$ cat src/rtl/tx_pkg.sv
// Shared state encoding and CRC-16/CCITT constants for the backscatter reply sequencer.
package tx_pkg;

   typedef enum logic [2:0] {
      ST_IDLE,
      ST_PRE,
      ST_DATA,
      ST_CRC,
      ST_EOS,
      ST_DONE
   } tx_state_t;

   localparam logic [15:0] CRC16_POLY   = 16'h1021;
   localparam logic [15:0] CRC16_PRESET = 16'hFFFF;

   // One bit of the MSB-first serial CRC update.
   function automatic logic [15:0] crc16_step(input logic [15:0] crc, input logic din);
      return {crc[14:0], 1'b0} ^ ((crc[15] ^ din) ? CRC16_POLY : 16'h0000);
   endfunction

endpackage

$ cat src/rtl/crc16_serial.sv
// Bit-serial CRC-16/CCITT remainder; only built when TX_CRC16_EN is defined.
`ifdef TX_CRC16_EN
module crc16_serial
   import tx_pkg::*;
(
   input  logic        clk,
   input  logic        reset,
   input  logic        init,
   input  logic        enable,
   input  logic        din,
   output logic [15:0] crc
);

   always_ff @(posedge clk or negedge reset) begin
      if (!reset)      crc <= CRC16_PRESET;
      else if (init)   crc <= CRC16_PRESET;
      else if (enable) crc <= crc16_step(crc, din);
   end

endmodule
`endif

$ cat src/rtl/tx_sequencer.sv
// Tag reply sequencer: preamble, data bits, optional CRC-16 (TX_CRC16_EN), end-of-signalling 1.
// One symbol per clk; drives the preamble generator reset and muxes its symbols onto out.
module tx_sequencer
   import tx_pkg::*;
#(
   parameter int unsigned      CNT_W    = 16,
   parameter logic [CNT_W-1:0] MAX_BITS = 16'd512
) (
   input  logic             clk,
   input  logic             reset,
   input  logic             start,
   input  logic [1:0]       m,
   input  logic             trext,
   input  logic             pre_out,
   input  logic             pre_violation,
   input  logic             pre_done,
   output logic             pre_reset,
   output logic [1:0]       m_q,
   output logic             trext_q,
   input  logic             bit_valid,
   input  logic             bit_in,
   input  logic             last_bit,
   output logic             bit_ack,
   output logic             out,
   output logic             violation,
   output logic             busy,
   output logic             done,
   output logic             error,
   output logic [CNT_W-1:0] bit_count
);

   tx_state_t state, state_nxt;
   logic      sym_q, sym_nxt;
   logic      stop_q;     // sym_q holds the final data bit (last_bit or limit)
   logic      abort_q;    // that final bit hit the limit without last_bit
   logic      accept, underflow, at_limit, start_ok;

   assign start_ok = (state == ST_IDLE) && start;
   assign at_limit = (bit_count == MAX_BITS - 1'b1);

`ifdef TX_CRC16_EN
   logic [15:0] crc_rem;
   logic [3:0]  crc_idx;

   crc16_serial u_crc (
      .clk    (clk),
      .reset  (reset),
      .init   (start_ok),
      .enable (accept),
      .din    (bit_in),
      .crc    (crc_rem)
   );

   always_ff @(posedge clk or negedge reset) begin
      if (!reset)                crc_idx <= '0;
      else if (state == ST_CRC)  crc_idx <= crc_idx + 1'b1;
      else                       crc_idx <= '0;
   end
`endif

   // NOTE: every output and next-state signal gets a default first so no path infers a latch.
   always_comb begin
      state_nxt = state;
      sym_nxt   = sym_q;
      pre_reset = 1'b0;
      out       = sym_q;
      violation = 1'b0;
      bit_ack   = 1'b0;
      busy      = 1'b1;
      done      = 1'b0;
      accept    = 1'b0;
      underflow = 1'b0;
      case (state)
         ST_IDLE: begin
            pre_reset = 1'b1;
            busy      = 1'b0;
            out       = 1'b0;
            if (start) state_nxt = ST_PRE;
         end
         ST_PRE: begin
            out       = pre_out;
            violation = pre_violation;
            if (pre_done) begin
               if (bit_valid) begin
                  accept    = 1'b1;
                  state_nxt = ST_DATA;
               end else begin
                  underflow = 1'b1;
               end
            end
         end
         ST_DATA: begin
            if (stop_q) begin
               if (abort_q) begin
                  state_nxt = ST_DONE;
               end else begin
`ifdef TX_CRC16_EN
                  state_nxt = ST_CRC;
                  sym_nxt   = ~crc_rem[15];
`else
                  state_nxt = ST_EOS;
                  sym_nxt   = 1'b1;
`endif
               end
            end else if (bit_valid) begin
               accept = 1'b1;
            end else begin
               underflow = 1'b1;
            end
         end
`ifdef TX_CRC16_EN
         ST_CRC: begin
            if (crc_idx == 4'd15) begin
               state_nxt = ST_EOS;
               sym_nxt   = 1'b1;
            end else begin
               sym_nxt = ~crc_rem[4'd14 - crc_idx];
            end
         end
`endif
         ST_EOS:  state_nxt = ST_DONE;
         ST_DONE: begin
            out       = 1'b0;
            done      = 1'b1;
            state_nxt = ST_IDLE;
         end
         default: state_nxt = ST_IDLE;
      endcase
      if (accept) begin
         bit_ack = 1'b1;
         sym_nxt = bit_in;
      end
      if (underflow) begin
         out       = 1'b0;
         state_nxt = ST_DONE;
      end
   end

   // NOTE: sequential state uses non-blocking assignments only, so every register sees pre-edge values.
   always_ff @(posedge clk or negedge reset) begin
      if (!reset) begin
         state     <= ST_IDLE;
         sym_q     <= 1'b0;
         stop_q    <= 1'b0;
         abort_q   <= 1'b0;
         error     <= 1'b0;
         bit_count <= '0;
         m_q       <= 2'd0;
         trext_q   <= 1'b0;
      end else begin
         state <= state_nxt;
         sym_q <= sym_nxt;
         if (start_ok) begin
            m_q       <= m;
            trext_q   <= trext;
            bit_count <= '0;
            error     <= 1'b0;
            stop_q    <= 1'b0;
            abort_q   <= 1'b0;
         end
         if (accept) begin
            if (bit_count != {CNT_W{1'b1}}) bit_count <= bit_count + 1'b1;
            stop_q  <= last_bit || at_limit;
            abort_q <= at_limit && !last_bit;
         end
         if (underflow || (state == ST_DATA && stop_q && abort_q)) error <= 1'b1;
      end
   end

endmodule

$ cat config.mk
export PLATFORM = sky130hd
export DESIGN_NAME = tx_sequencer
export DESIGN_NICKNAME = d
export VERILOG_FILES = /design/src/rtl/tx_pkg.sv /design/src/rtl/crc16_serial.sv /design/src/rtl/tx_sequencer.sv
export SDC_FILE = /design/constraint.sdc
export NUM_CORES = 1
export LEC_CHECK = 0
export ABC_AREA = 1
export CORE_MARGIN = 3
export CORE_UTILIZATION = 40
export CTS_CLUSTER_DIAMETER = 150
export DETAILED_ROUTE_END_ITERATION = 8
export HOLD_SLACK_MARGIN = 0.15
export PLACE_DENSITY_LB_ADDON = 0.2
export SYNTH_ARGS = -nofsm -noshare
export SYNTH_HDL_FRONTEND = slang
export SYNTH_SLANG_ARGS = --single-unit
$ cat constraint.sdc
create_clock -name clk -period 4.3 [get_ports clk]
set_input_delay 1.29 -clock clk [delete_from_list [all_inputs] [get_ports clk]]
set_output_delay 1.29 -clock clk [all_outputs]
set_load 0.02 [all_outputs]
==> results.md, run 1 <==
* Initial Util at 43.1%
* Worst skew pair latency at 0.27 ns
* Rel. slew slack at 74.5%
* DR DRC count at 0
* Multi-input logic area at 853 µm²
* Chip height at 70.2 µm
* Setup Skew at 0.00277 ns
* Status: finished, final reports clean
* Fin. Hold Viols at 0
* Initial antenna violation count at 0
* Post-CTS setup buffers at 0
* Flops & latches, synth at 26
* Area of the mapped netlist at 1650 µm²
* CTS tree: done
* Req. time, crit path at 3.01 ns
* Clk buf depth at 2
* Min cycle time layout at 4.08 ns
* Asr flop ratio synth at 100%
* Synth cell types at 34
* Dpl ws at 0.214 ns
* Reg clk slew, reported paths at 0.09 ns
* Sequential-to-total area share from yosys stat at 39.5%
* # fillers at 387
* Final slew viol count at 0
* GP Congestion at 0.820
* Power, Total at 0.914 mW
* Final Util at 56.1%
* Placed Cells at 316
* Count leader, synth: nand2_1
* Biggest area consumer among synthesized cells: dfrtp_1
* # IOs at 38
* Number of synthesized flops with an enable pin at 0
* Via density at 4.89
* Port Buffer Count at 37
* Final setup viols at 0
* Share of layout cells above drive strength 1 at 8.82%
* 1st-iter DRT viols at 117
* Hpwl dp at 2910 µm
* Syn avg cell area at 7.11 µm²
* Sequential cell area at 651 µm²
* Area after DPL at 2070 µm²
* Cts hold-fix bufs at 0
* Finished Cell Area at 2150 µm²
* # H-tree levels at 1
* Post-route setup TNS at 0 ns
* Setup WS post-layout at 0.215 ns
* YS warnings at 0
* Number of global-route vias before repair at 1462
* Final worst path period share at 95.0%
* GR Util All Layers at 17.3%
* CTS sink count at 26
* Global-route wire length before repair at 6910 µm
* Largest net degree at the start of global routing at 27
* Finished Layout Cells at 320
* Syn Nets at 245
* Diodes inserted at 0
* CP arrival at 2.79 ns
* Via count at 1566
* Nets at 286
* Worst IR drop on VDD at 0.000240 V
* Crit start category: input pin
* CTS Buf Count at 3
* Min Hold Slack at 0.480 ns
* CP Capture Type: primary output
* GRT overflow at 0
* Pwr/cell area at 426 nW/µm²
* Row count at 22
* RSZ-0062 raised after global routing: no
* CP max FO at 3
* Synth cell count leaders: nand2_1, dfrtp_1, inv_1
* Die area at 4930 µm²
* Max cap viols at 0
* Main synth FF type: dfrtp_1
* DIE WIDTH at 70.2 µm
* Pre-antenna DRT Iters at 4
* Area share of the largest cell type after synthesis at 39.5%
* Core ar. at 3830 µm²
* Final WL at 3870 µm
* Max Fclk at 245 MHz
* Static Leak at 1.02 nW
* Post-synthesis cell count at 232
* Synth area leaders: dfrtp_1, nand2_1, nand3_1
* Area overhead of the layout relative to synthesis at 30.1%
* Critical path class: input pin to primary output
* CTS resizes at 0
* DR WL/cell at 12.1 µm
* Worst Hold Class: register to register
* Antenna-violating nets left at 0
* Worst-Margin Slew at 0.383 ns
* Clock root buffer: clkbuf_8
-- cell type report --
cell class / count / share of cell area, %
clock buffer: 3 / 1.92
clock inverter: 1 / 1.40
inverter: 30 / 5.48
multi-input combinational: 172 / 39.8
sequential: 26 / 30.3
tap: 48 / 2.80
timing repair buffer: 40 / 18.3
-- placed cells by master, fill, tap and decap left out, types with 4 or more instances in the layout --
master           netlist  final
o21ai_1                4      4
nand4_1                5      5
nor3_1                 4      4
clkdlybuf4s50_1        0     37
inv_1                 26     26
nor2_1                17     17
dfrtp_1               26     26
nand2_1               80     80
nand3_1               24     24
o21ai_0                9      9
xnor2_1                4      4
-- worst max-delay path, cell delays in order --
cell and delay [ns]:
clkdlybuf4s50_1 0.48, inv_1 0.07, o21ai_2 0.21, nand2_4 0.09, clkinv_4 0.06, clkdlybuf4s50_1 0.59
-- per-layer routing --
metal	wire, µm	vias to the layer above	share of wire [%]	global-route usage (%)
li1	-	822	-	-
met1	2010	708	52	25.7
met2	1660	32	43	26.0
met3	133	4	3.4	1.87
met4	60	0	1.6	5.74
met5	0	-	0	0
-- logic make-up (layout without fill, tap and decap cells) --
logic type,after synthesis,count (layout),share of synthesized area [%]
and+or+nand+nor,143,143,39.9
buffers and inverters,34,74,8.80
DFF,26,26,39.5
AOI/OAI and AO/OA,22,22,7.89
xor gates and xnor gates,6,6,3.19
adders and majority gates,1,1,0.759
-- final timing paths --
check                         start             to  slack (ns)  cells after the start
setup / recovery           pre_done        bit_ack        0.22                      6
hold / removal               m_q[0]         m_q[0]        0.48                      2
setup reg to reg           state[2]  bit_count[11]        2.53                      9
hold reg to reg              m_q[0]         m_q[0]        0.48                      2
max in group asynchronous     reset         m_q[0]        2.66                      2
min in group asynchronous     reset   bit_count[2]        1.39                      2
-- state kept, by name, summed over array words and instances, names as in the netlist --
signal     count
trext_q        1
abort_q        1
bit_count     16
error          1
m_q            2
state          3
stop_q         1
sym_q          1
-- where the power goes --
part           internal (mW)  switching [mW]
Clock                  0.125          0.0778
Combinational          0.158           0.231
Sequential             0.288          0.0350
Total                  0.571           0.343
No activity file was read; power rests on OpenSTA's default activity.
==> inputs of run 2 (changes only) <==
--- a/config.mk
+++ b/config.mk
@@ -10,6 +10,7 @@
 export CORE_UTILIZATION = 40
 export CTS_CLUSTER_DIAMETER = 150
 export DETAILED_ROUTE_END_ITERATION = 8
+export GPL_TIMING_DRIVEN = 0
 export HOLD_SLACK_MARGIN = 0.15
 export PLACE_DENSITY_LB_ADDON = 0.2
 export SYNTH_ARGS = -nofsm -noshare
==> results.md, run 2 (same netlist as run 1, synthesis figures left out) <==
* Global-route wire length before repair at 7240 µm (was 6910 µm)
* Max cap viols at 0 (unchanged)
* CTS tree: done (unchanged)
* DR WL/cell at 12.1 µm (about the same)
* Worst skew pair latency at 0.27 ns (about the same)
* Power, Total at 0.918 mW (was 0.914 mW)
* Pre-antenna DRT Iters at 4 (unchanged)
* Final slew viol count at 0 (unchanged)
* GP Congestion at 0.869 (was 0.820)
* Min cycle time layout at 4.09 ns (was 4.08 ns)
* # H-tree levels at 1 (unchanged)
* RSZ-0062 raised after global routing: no (unchanged)
* Commonest non-fill, non-tap cell in the layout: nand2_1 (unchanged)
* Critical path class: input pin to primary output (unchanged)
* Final WL at 3890 µm (was 3870 µm)
* Area after DPL at 2080 µm² (was 2070 µm²)
* Antenna-violating nets left at 0 (unchanged)
* Cts hold-fix bufs at 0 (unchanged)
* CTS sink count at 26 (unchanged)
* Max incr delay on CP at 0.49 ns (was 0.59 ns)
* Worst-Margin Slew at 1.15 ns (was 0.383 ns)
* Biggest regs: bit_count (16), state (3), m_q (2) (unchanged)
* CP Cell Sequence: clkdlybuf4s50_1 > inv_1 > o21ai_2 > nand2_4 > clkinv_4 > buf_6 > dlygate4sd2_1 (was clkdlybuf4s50_1 > inv_1 > o21ai_2 > nand2_4 > clkinv_4 > clkdlybuf4s50_1)
* CTS resizes at 1 (was 0)
* Row count at 22 (unchanged)
* Finished Cell Area at 2150 µm² (about the same)
* CTS Buf Count at 3 (unchanged)
* Die area at 4930 µm² (unchanged)
* GRT overflow at 0 (unchanged)
* Number of global-route vias before repair at 1640 (was 1462)
* Hold wc startpoint: trext_q (was m_q[0])
* GR Util All Layers at 17.5% (was 17.3%)
* Area overhead of the layout relative to synthesis at 30.3% (was 30.1%)
* Highest-count cells in the layout ignoring fill and taps: nand2_1, clkdlybuf4s50_1, inv_1, dfrtp_1, nand3_1 (unchanged)
* # fillers at 387 (unchanged)
* # IOs at 38 (unchanged)
* CP bufs+invs at 5 (was 4)
* DIE WIDTH at 70.2 µm (unchanged)
* Max Fclk at 244 MHz (was 245 MHz)
* Core ar. at 3830 µm² (unchanged)
* Clk buf depth at 2 (unchanged)
* Worst IR drop on VDD at 0.000224 V (was 0.000240 V)
* Initial Util at 43.1% (unchanged)
* Via density at 4.95 (was 4.89)
* Fin. Hold Viols at 0 (unchanged)
* Worst Hold Class: register to register (unchanged)
* Dpl ws at -0.0512 ns (was 0.214 ns)
* Share of layout cells above drive strength 1 at 8.79% (was 8.82%)
* Status: finished, final reports clean (unchanged)
* Port Buffer Count at 37 (unchanged)
* Reg clk slew, reported paths at 0.09 ns (about the same)
* CP max FO at 10 (was 3)
* Setup Skew at 0.00432 ns (was 0.00277 ns)
* Max reg flops at 16 (unchanged)
* Nets at 287 (was 286)
* Clock root buffer: clkbuf_8 (unchanged)
* Post-CTS setup buffers at 0 (unchanged)
* Req. time, crit path at 3.01 ns (about the same)
* CP Launch Point: pre_done (unchanged)
* Final worst path period share at 95.2% (was 95.0%)
* Top delay family on crit path: buffers and inverters (unchanged)
* Rel. slew slack at 22.9% (was 74.5%)
* Setup WS post-layout at 0.207 ns (was 0.215 ns)
* Diodes inserted at 0 (unchanged)
* Largest Register: bit_count (unchanged)
* CP Capture Type: primary output (unchanged)
* Hpwl dp at 3020 µm (was 2910 µm)
* Final setup viols at 0 (unchanged)
* DR DRC count at 0 (unchanged)
* Chip height at 70.2 µm (unchanged)
* Initial antenna violation count at 0 (unchanged)
* 1st-iter DRT viols at 101 (was 117)
* Pwr/cell area at 427 nW/µm² (was 426 nW/µm²)
* Crit start category: input pin (unchanged)
* CP max-delay cell: clkdlybuf4s50_1 (unchanged)
* CP arrival at 2.80 ns (was 2.79 ns)
* Static Leak at 1.03 nW (was 1.02 nW)
* Largest net degree at the start of global routing at 27 (unchanged)
* Via count at 1588 (was 1566)
* RR Startpoint: bit_count[0] (was state[2])
[run 2: cell count changes in the layout (fill, tap and decap cells not counted)]
cell | before | now
dlygate4sd2_1 | 0 | 1
buf_2 | 0 | 1
clkdlybuf4s50_1 | 37 | 36
buf_4 | 3 | 1
clkbuf_1 | 0 | 1
buf_6 | 0 | 1
[run 2: worst register-to-register path, delay by kind of cell (launching register included)]
kind / cells / cell delay, ns
compound gates: 1 / 0.07
fa+ha+maj: 1 / 0.23
simple gates: 6 / 0.85
flops: 1 / 0.43
[run 2: stage by stage]
| stage | hold slack (ns) | setup TNS, ns | util (%) | cells |
|---|---|---|---|---|
| global placement | 0.457 | -0.0435 | 54.3 | 317 |
| CTS | 0.486 | 0 | 56.2 | 321 |
| floorplan | 0.499 | 0 | - | 232 |
| detailed placement | 0.462 | -0.0512 | 54.3 | 317 |
| finish | 0.482 | 0 | 56.2 | 321 |
| global route | 0.504 | 0 | 56.2 | 321 |
[run 2: final cells by class]
cell class	instances	area, µm²	share of cell area (%)
buffer	4	27.5	1.28
clock inverter	1	30.0	1.40
multi-input combinational	172	853	39.7
tap	48	60.1	2.79
clock buffer	3	41.3	1.92
timing repair buffer	37	369	17.2
sequential	26	651	30.3
inverter	30	118	5.47
[run 2: worst paths after layout]
path | end | slack (ns) | cells past startpoint
worst min register to register | trext_q | 0.48 | 2
worst min-delay path | trext_q | 0.48 | 2
min in group asynchronous | error | 1.62 | 1
max in group asynchronous | bit_count[13] | 1.99 | 1
worst max-delay path | bit_ack | 0.21 | 7
worst max register to register | bit_count[1] | 2.61 | 8
[run 2: per-layer routing]
metal  vias up  global-route usage [%]  routed length (µm)
li1        826                       -                   -
met3         2                    3.88                 196
met1       719                    24.5                1910
met2        41                    28.8                1770
met5         -                       0                   0
met4         0                    1.70                  21
[run 2: report_power, final]
part	internal (mW)	total [mW]	switching, mW
sequential	0.288	0.320	0.0323
clock	0.125	0.205	0.0809
combinational	0.161	0.392	0.231
total	0.574	0.918	0.345
